### src/rtl/rx_fsm.sv
// rx_fsm: UART receiver with mid-bit sampling, optional parity and stop-bit checking
module rx_fsm #(
    parameter int divisor     = 1000000,
    parameter int rx_num_bits = 8,
    parameter int parity      = 0
) (
    input  logic       clk,
    input  logic       RSTn,
    input  logic       RX,
    output logic [7:0] data_out,
    output logic       data_valid,
    output logic       parity_err,
    output logic       frame_err,
    output logic       busy
);
    localparam int CW = $clog2(divisor);
    localparam logic [CW-1:0] half_cnt = CW'(divisor / 2 - 1);
    localparam logic [CW-1:0] last_cnt = CW'(divisor - 1);
    localparam logic [2:0] last_idx = 3'(rx_num_bits - 1);

    typedef enum logic [2:0] {IDLE, START, DATA, PARITY, STOP} state_t;

    state_t state, state_n;
    logic s1, rx_s, rx_p;
    logic [CW-1:0] bit_cnt, cnt_n;
    logic [2:0] idx, idx_n;
    logic [7:0] sh, sh_n, dout_n;
    logic bad, bad_n, valid_n, perr_n, ferr_n;

    assign busy = state != IDLE;

    // synchroniser, edge history, state and registered outputs
    always_ff @(posedge clk or negedge RSTn) begin
        if (!RSTn) begin
            s1 <= 1'b1;
            rx_s <= 1'b1;
            rx_p <= 1'b1;
            state <= IDLE;
            bit_cnt <= '0;
            idx <= '0;
            sh <= '0;
            bad <= 1'b0;
            data_out <= '0;
            data_valid <= 1'b0;
            parity_err <= 1'b0;
            frame_err <= 1'b0;
        end else begin
            s1 <= RX;
            rx_s <= s1;
            rx_p <= rx_s;
            state <= state_n;
            bit_cnt <= cnt_n;
            idx <= idx_n;
            sh <= sh_n;
            bad <= bad_n;
            data_out <= dout_n;
            data_valid <= valid_n;
            parity_err <= perr_n;
            frame_err <= ferr_n;
        end
    end

    // next-state: count cycles within a bit and act on the sampling point of each state
    always_comb begin
        state_n = state;
        cnt_n = bit_cnt + 1'b1;
        idx_n = idx;
        sh_n = sh;
        bad_n = bad;
        dout_n = data_out;
        valid_n = 1'b0;
        perr_n = 1'b0;
        ferr_n = 1'b0;
        case (state)
            IDLE: begin
                cnt_n = '0;
                if (rx_p && !rx_s) state_n = START;
            end
            START: if (bit_cnt == half_cnt) begin
                cnt_n = '0;
                idx_n = '0;
                bad_n = 1'b0;
                state_n = rx_s ? IDLE : DATA;
            end
            DATA: if (bit_cnt == last_cnt) begin
                cnt_n = '0;
                sh_n[idx] = rx_s;
                idx_n = idx + 1'b1;
                if (idx == last_idx) state_n = (parity != 0) ? PARITY : STOP;
            end
            PARITY: if (bit_cnt == last_cnt) begin
                cnt_n = '0;
                bad_n = rx_s ^ (^sh) ^ (parity == 2);
                state_n = STOP;
            end
            STOP: if (bit_cnt == last_cnt) begin
                cnt_n = '0;
                dout_n = sh;
                valid_n = rx_s & ~bad;
                perr_n = bad;
                ferr_n = ~rx_s;
                bad_n = 1'b0;
                state_n = IDLE;
            end
            default: state_n = IDLE;
        endcase
    end
endmodule

### config.mk
export PLATFORM = sky130hd
export DESIGN_NAME = rx_fsm
export DESIGN_NICKNAME = d
export VERILOG_FILES = /design/src/rtl/rx_fsm.sv
export SDC_FILE = /design/constraint.sdc
export NUM_CORES = 1
export LEC_CHECK = 0
export CORE_AREA = 10 10 75 77
export CTS_BUF_LIST = sky130_fd_sc_hd__clkbuf_4 sky130_fd_sc_hd__clkbuf_8
export CTS_CLUSTER_SIZE = 8
export DETAILED_ROUTE_END_ITERATION = 6
export DIE_AREA = 0 0 85 87
export GPL_TIMING_DRIVEN = 0
export PLACE_DENSITY = 0.86
export SYNTH_ARGS = -nofsm -noshare
export SYNTH_HDL_FRONTEND = slang
export SYNTH_SLANG_ARGS = --single-unit
### constraint.sdc
create_clock -name clk -period 3.1 [get_ports clk]
set_input_delay 0.775 -clock clk [delete_from_list [all_inputs] [get_ports clk]]
set_output_delay 0.775 -clock clk [all_outputs]
set_load 0.05 [all_outputs]
==> flow_metrics.env, run 1 <==
export IMPL_status="finished, final reports clean"
export IMPL_core_area_um2=4234
export IMPL_hp_class="register to register"
export IMPL_fin_crit_sh_pct=87.64
export IMPL_holdBufCountCts=0
export IMPL_synthFlopType="dfrtp_1"
export IMPL_max_freq_mhz=368.1
export IMPL_drtPass1Iterations=4
export IMPL_rows=24
export IMPL_hold_violations=0
export IMPL_instances_no_fill=288
export IMPL_startpoint_type="register"
export IMPL_io_buffers=14
export IMPL_synth_compound_area_share_pct=4.047
export IMPL_ctsLongestPathBuffers=2
export IMPL_synth_most_common_cell="dfrtp_1"
export IMPL_synth_top_family_by_area="simple AND/OR/NAND/NOR gates"
export IMPL_worst_ep_required_time_ps=2320
export IMPL_fin_nets=242
export IMPL_synthCells=214
export IMPL_synth_fa_ha_area_share_pct=1.597
export IMPL_grt_pass1_vias=1603
export IMPL_htreeDepth=2
export IMPL_drive_gt1_share_pct=13.56
export IMPL_dieArea_um2=7395
export IMPL_cp_end_kind="output pin"
export IMPL_drc=0
export IMPL_crit_type="register to output pin"
export IMPL_overflow=0
export IMPL_maxSlewHeadroom_pct=66.51
export IMPL_area_delta_synth_final_pct=13.79
export IMPL_synthesis_area_um2=2350
export IMPL_gp_congestion=0.8910
export IMPL_synth_top_cell_area_share_pct=48.99
export IMPL_wirelength_um=4166
export IMPL_crit_chain="clkbuf_1 -> or3_1 -> clkdlybuf4s50_1"
export IMPL_synth_seq_cells=49
export IMPL_leakage_nw=1.168
export IMPL_grt_pass1_wl_um=7362
export IMPL_cp_arrival_ps=1940
export IMPL_drtIter0Drc=106
export IMPL_synthSimpleGateAreaFrac_pct=21.09
export IMPL_rsz0062_at_grt="no"
export IMPL_clk_pin_slew_worst_paths_ps=90
export IMPL_synth_cell_types=41
export IMPL_yosys_area_top_type="dfrtp_1"
export IMPL_cp_max_fo=9
export IMPL_maxCapViolations=0
export IMPL_syn_area_per_cell_um2=10.98
export IMPL_period_needed_ps=2717
export IMPL_clk_latency_ps=300
export IMPL_p_per_area_nw_per_um2=563.0
export IMPL_yosys_warnings=0
export IMPL_die_h_um=87
export IMPL_synth_nets=220
export IMPL_dpl_cell_count=281
export IMPL_finalSetupViolations=0
export IMPL_via_per_inst=5.576
export IMPL_synth_xor_area_share_pct=9.691
export IMPL_ctsResizeCount=0
export IMPL_cts_sinks=49
export IMPL_final_max_slew_violation_count=0
export IMPL_placed_cell_area_um2=2570
export IMPL_ys_async_sr_fraction_pct=100.0
export IMPL_pre_cts_slack_ps=622.8
export IMPL_yosysSeqAreaShare_pct=52.34
export IMPL_power_mw=1.505
export IMPL_start_util_pct=55.50
export IMPL_wire_per_inst_um=14.47
export IMPL_antenna_found_initial=0
export IMPL_cts_setup_buffers=0
export IMPL_worstMarginPinSlew_ps=500.7
export IMPL_ys_top_cells_by_area="dfrtp_1 49%, xnor2_1 6.0%, mux2_2 5.3%, nor2_1 4.8%, xor2_1 3.7%"
export IMPL_n_antenna_cell=0
export IMPL_grt_max_degree=35
export IMPL_fin_area_um2=2674
export IMPL_ant_nets=0
export IMPL_cts_tree="done"
export IMPL_die_x_um=85
export IMPL_numCtsBuffers=5
export IMPL_hpwl_um=2975
export IMPL_synth_common_cells="46 x dfrtp_1, 30 x nor2_1, 16 x xnor2_1, 11 x mux2_2, 11 x nand3_1"
export IMPL_reg2reg_depth=5
export IMPL_holdPathStages=0
export IMPL_ioPinCount=15
export IMPL_vias=1606
export IMPL_synth_mux_area_share_pct=8.573
export IMPL_crit_path_max_incr_delay_ps=710
export IMPL_hold_slack_ps=353.2
export IMPL_synth_edf_count=0
export IMPL_ir_worst_vdd_uv=410.9
export IMPL_grtUsageTotal_pct=11.95
export IMPL_setup_slack_ps=383.0
export IMPL_finalClockSkew_ps=8.861
export IMPL_slowest_stage="clkdlybuf4s50_1"
export IMPL_cts_root_buf="clkbuf_8"
-- logic make-up (layout without fill, tap and decap cells) --
| family | Yosys count | after routing |
|---|---|---|
| compound gates | 13 | 13 |
| xor+xnor | 26 | 26 |
| fa+ha+maj | 3 | 3 |
| buf+inv | 16 | 38 |
| flops | 49 | 49 |
| mux | 18 | 18 |
| simple gates | 89 | 89 |
-- flip-flops by register name, indices dropped and copies added, names as in the netlist --
signal	cells
frame_err	1
bad	1
rx_s	1
data_valid	1
sh	8
parity_err	1
s1	1
bit_cnt	20
idx	3
rx_p	1
data_out	8
state	3
-- layout make-up --
cell class / instances / area, um^2
well taps: 52 / 65.06
inverters: 8 / 30.03
clock buffers: 5 / 68.82
plain buffers: 8 / 32.53
repair buffers: 15 / 155.1
flip-flops and latches: 49 / 1230
clock inverters: 2 / 35.03
fillers: 329 / 1560
multi-input cells: 149 / 1057
-- path summary, 6_finish.rpt --
kind,from,end,slack (ps)
worst max-delay path,state[0],busy,380
worst min-delay path,s1,rx_s,350
worst max register to register,bit_cnt[8],state[1],590
worst min register to register,s1,rx_s,350
max in group asynchronous,RSTn,s1,2150
min in group asynchronous,RSTn,bit_cnt[5],370
-- metal layers --
metal	vias up	track usage, %	share of wire, %
met5	-	0	0
met4	0	6.737	2.0
met3	10	3.090	3.9
met2	28	19.21	46
met1	784	14.20	48
li1	784	-	-
-- stage by stage --
step / util, % / TNS (ps)
after floorplan: - / 0
after global placement: 60.34 / -2909
after detailed placement: 60.70 / 0
after CTS: 63.15 / 0
after global routing: 63.15 / 0
final: 63.15 / 0
-- critical path: cells and delay by family (launching register included) --
family	cells	cell delay (ps)
flops	1	360
buf+inv	2	900
simple gates	1	380
-- cells in the final DEF (no fill, tap or decap), types with 5 or more instances in the layout --
master / instances
nand3_1: 11
clkbuf_1: 6
clkdlybuf4s50_1: 13
nor3_1: 9
inv_1: 8
a21oi_1: 5
clkbuf_8: 5
dfrtp_1: 46
mux2_2: 11
mux2_1: 6
nand2_1: 9
xnor2_1: 16
nor2_1: 30
xor2_1: 10
-- report_power, final --
part           internal (mW)  leakage, nW  switching [mW]  total [mW]
combinational          0.119        0.442           0.257       0.376
clock                  0.235       0.0540           0.203       0.437
sequential             0.673        0.671          0.0190       0.692
No activity file was read; power rests on OpenSTA's default activity.
==> run 2: changes to the inputs <==
--- a/config.mk
+++ b/config.mk
@@ -5,6 +5,7 @@
 export SDC_FILE = /design/constraint.sdc
 export NUM_CORES = 1
 export LEC_CHECK = 0
+export CAP_MARGIN = 20
 export CORE_AREA = 10 10 75 77
 export CTS_BUF_LIST = sky130_fd_sc_hd__clkbuf_4 sky130_fd_sc_hd__clkbuf_8
 export CTS_CLUSTER_SIZE = 8
==> results of run 2 <==
No change in the layout: final DEF, timing and power equal those of run 1.
==> run 3: changes to the inputs <==
--- a/config.mk
+++ b/config.mk
@@ -7,7 +7,6 @@
 export LEC_CHECK = 0
 export CAP_MARGIN = 20
 export CORE_AREA = 10 10 75 77
-export CTS_BUF_LIST = sky130_fd_sc_hd__clkbuf_4 sky130_fd_sc_hd__clkbuf_8
 export CTS_CLUSTER_SIZE = 8
 export DETAILED_ROUTE_END_ITERATION = 6
 export DIE_AREA = 0 0 85 87
@@ -16,3 +15,4 @@
 export SYNTH_ARGS = -nofsm -noshare
 export SYNTH_HDL_FRONTEND = slang
 export SYNTH_SLANG_ARGS = --single-unit
+export TNS_END_PERCENT = 1
==> results of run 3 <==
No change in the layout: final DEF, timing and power equal those of run 1.
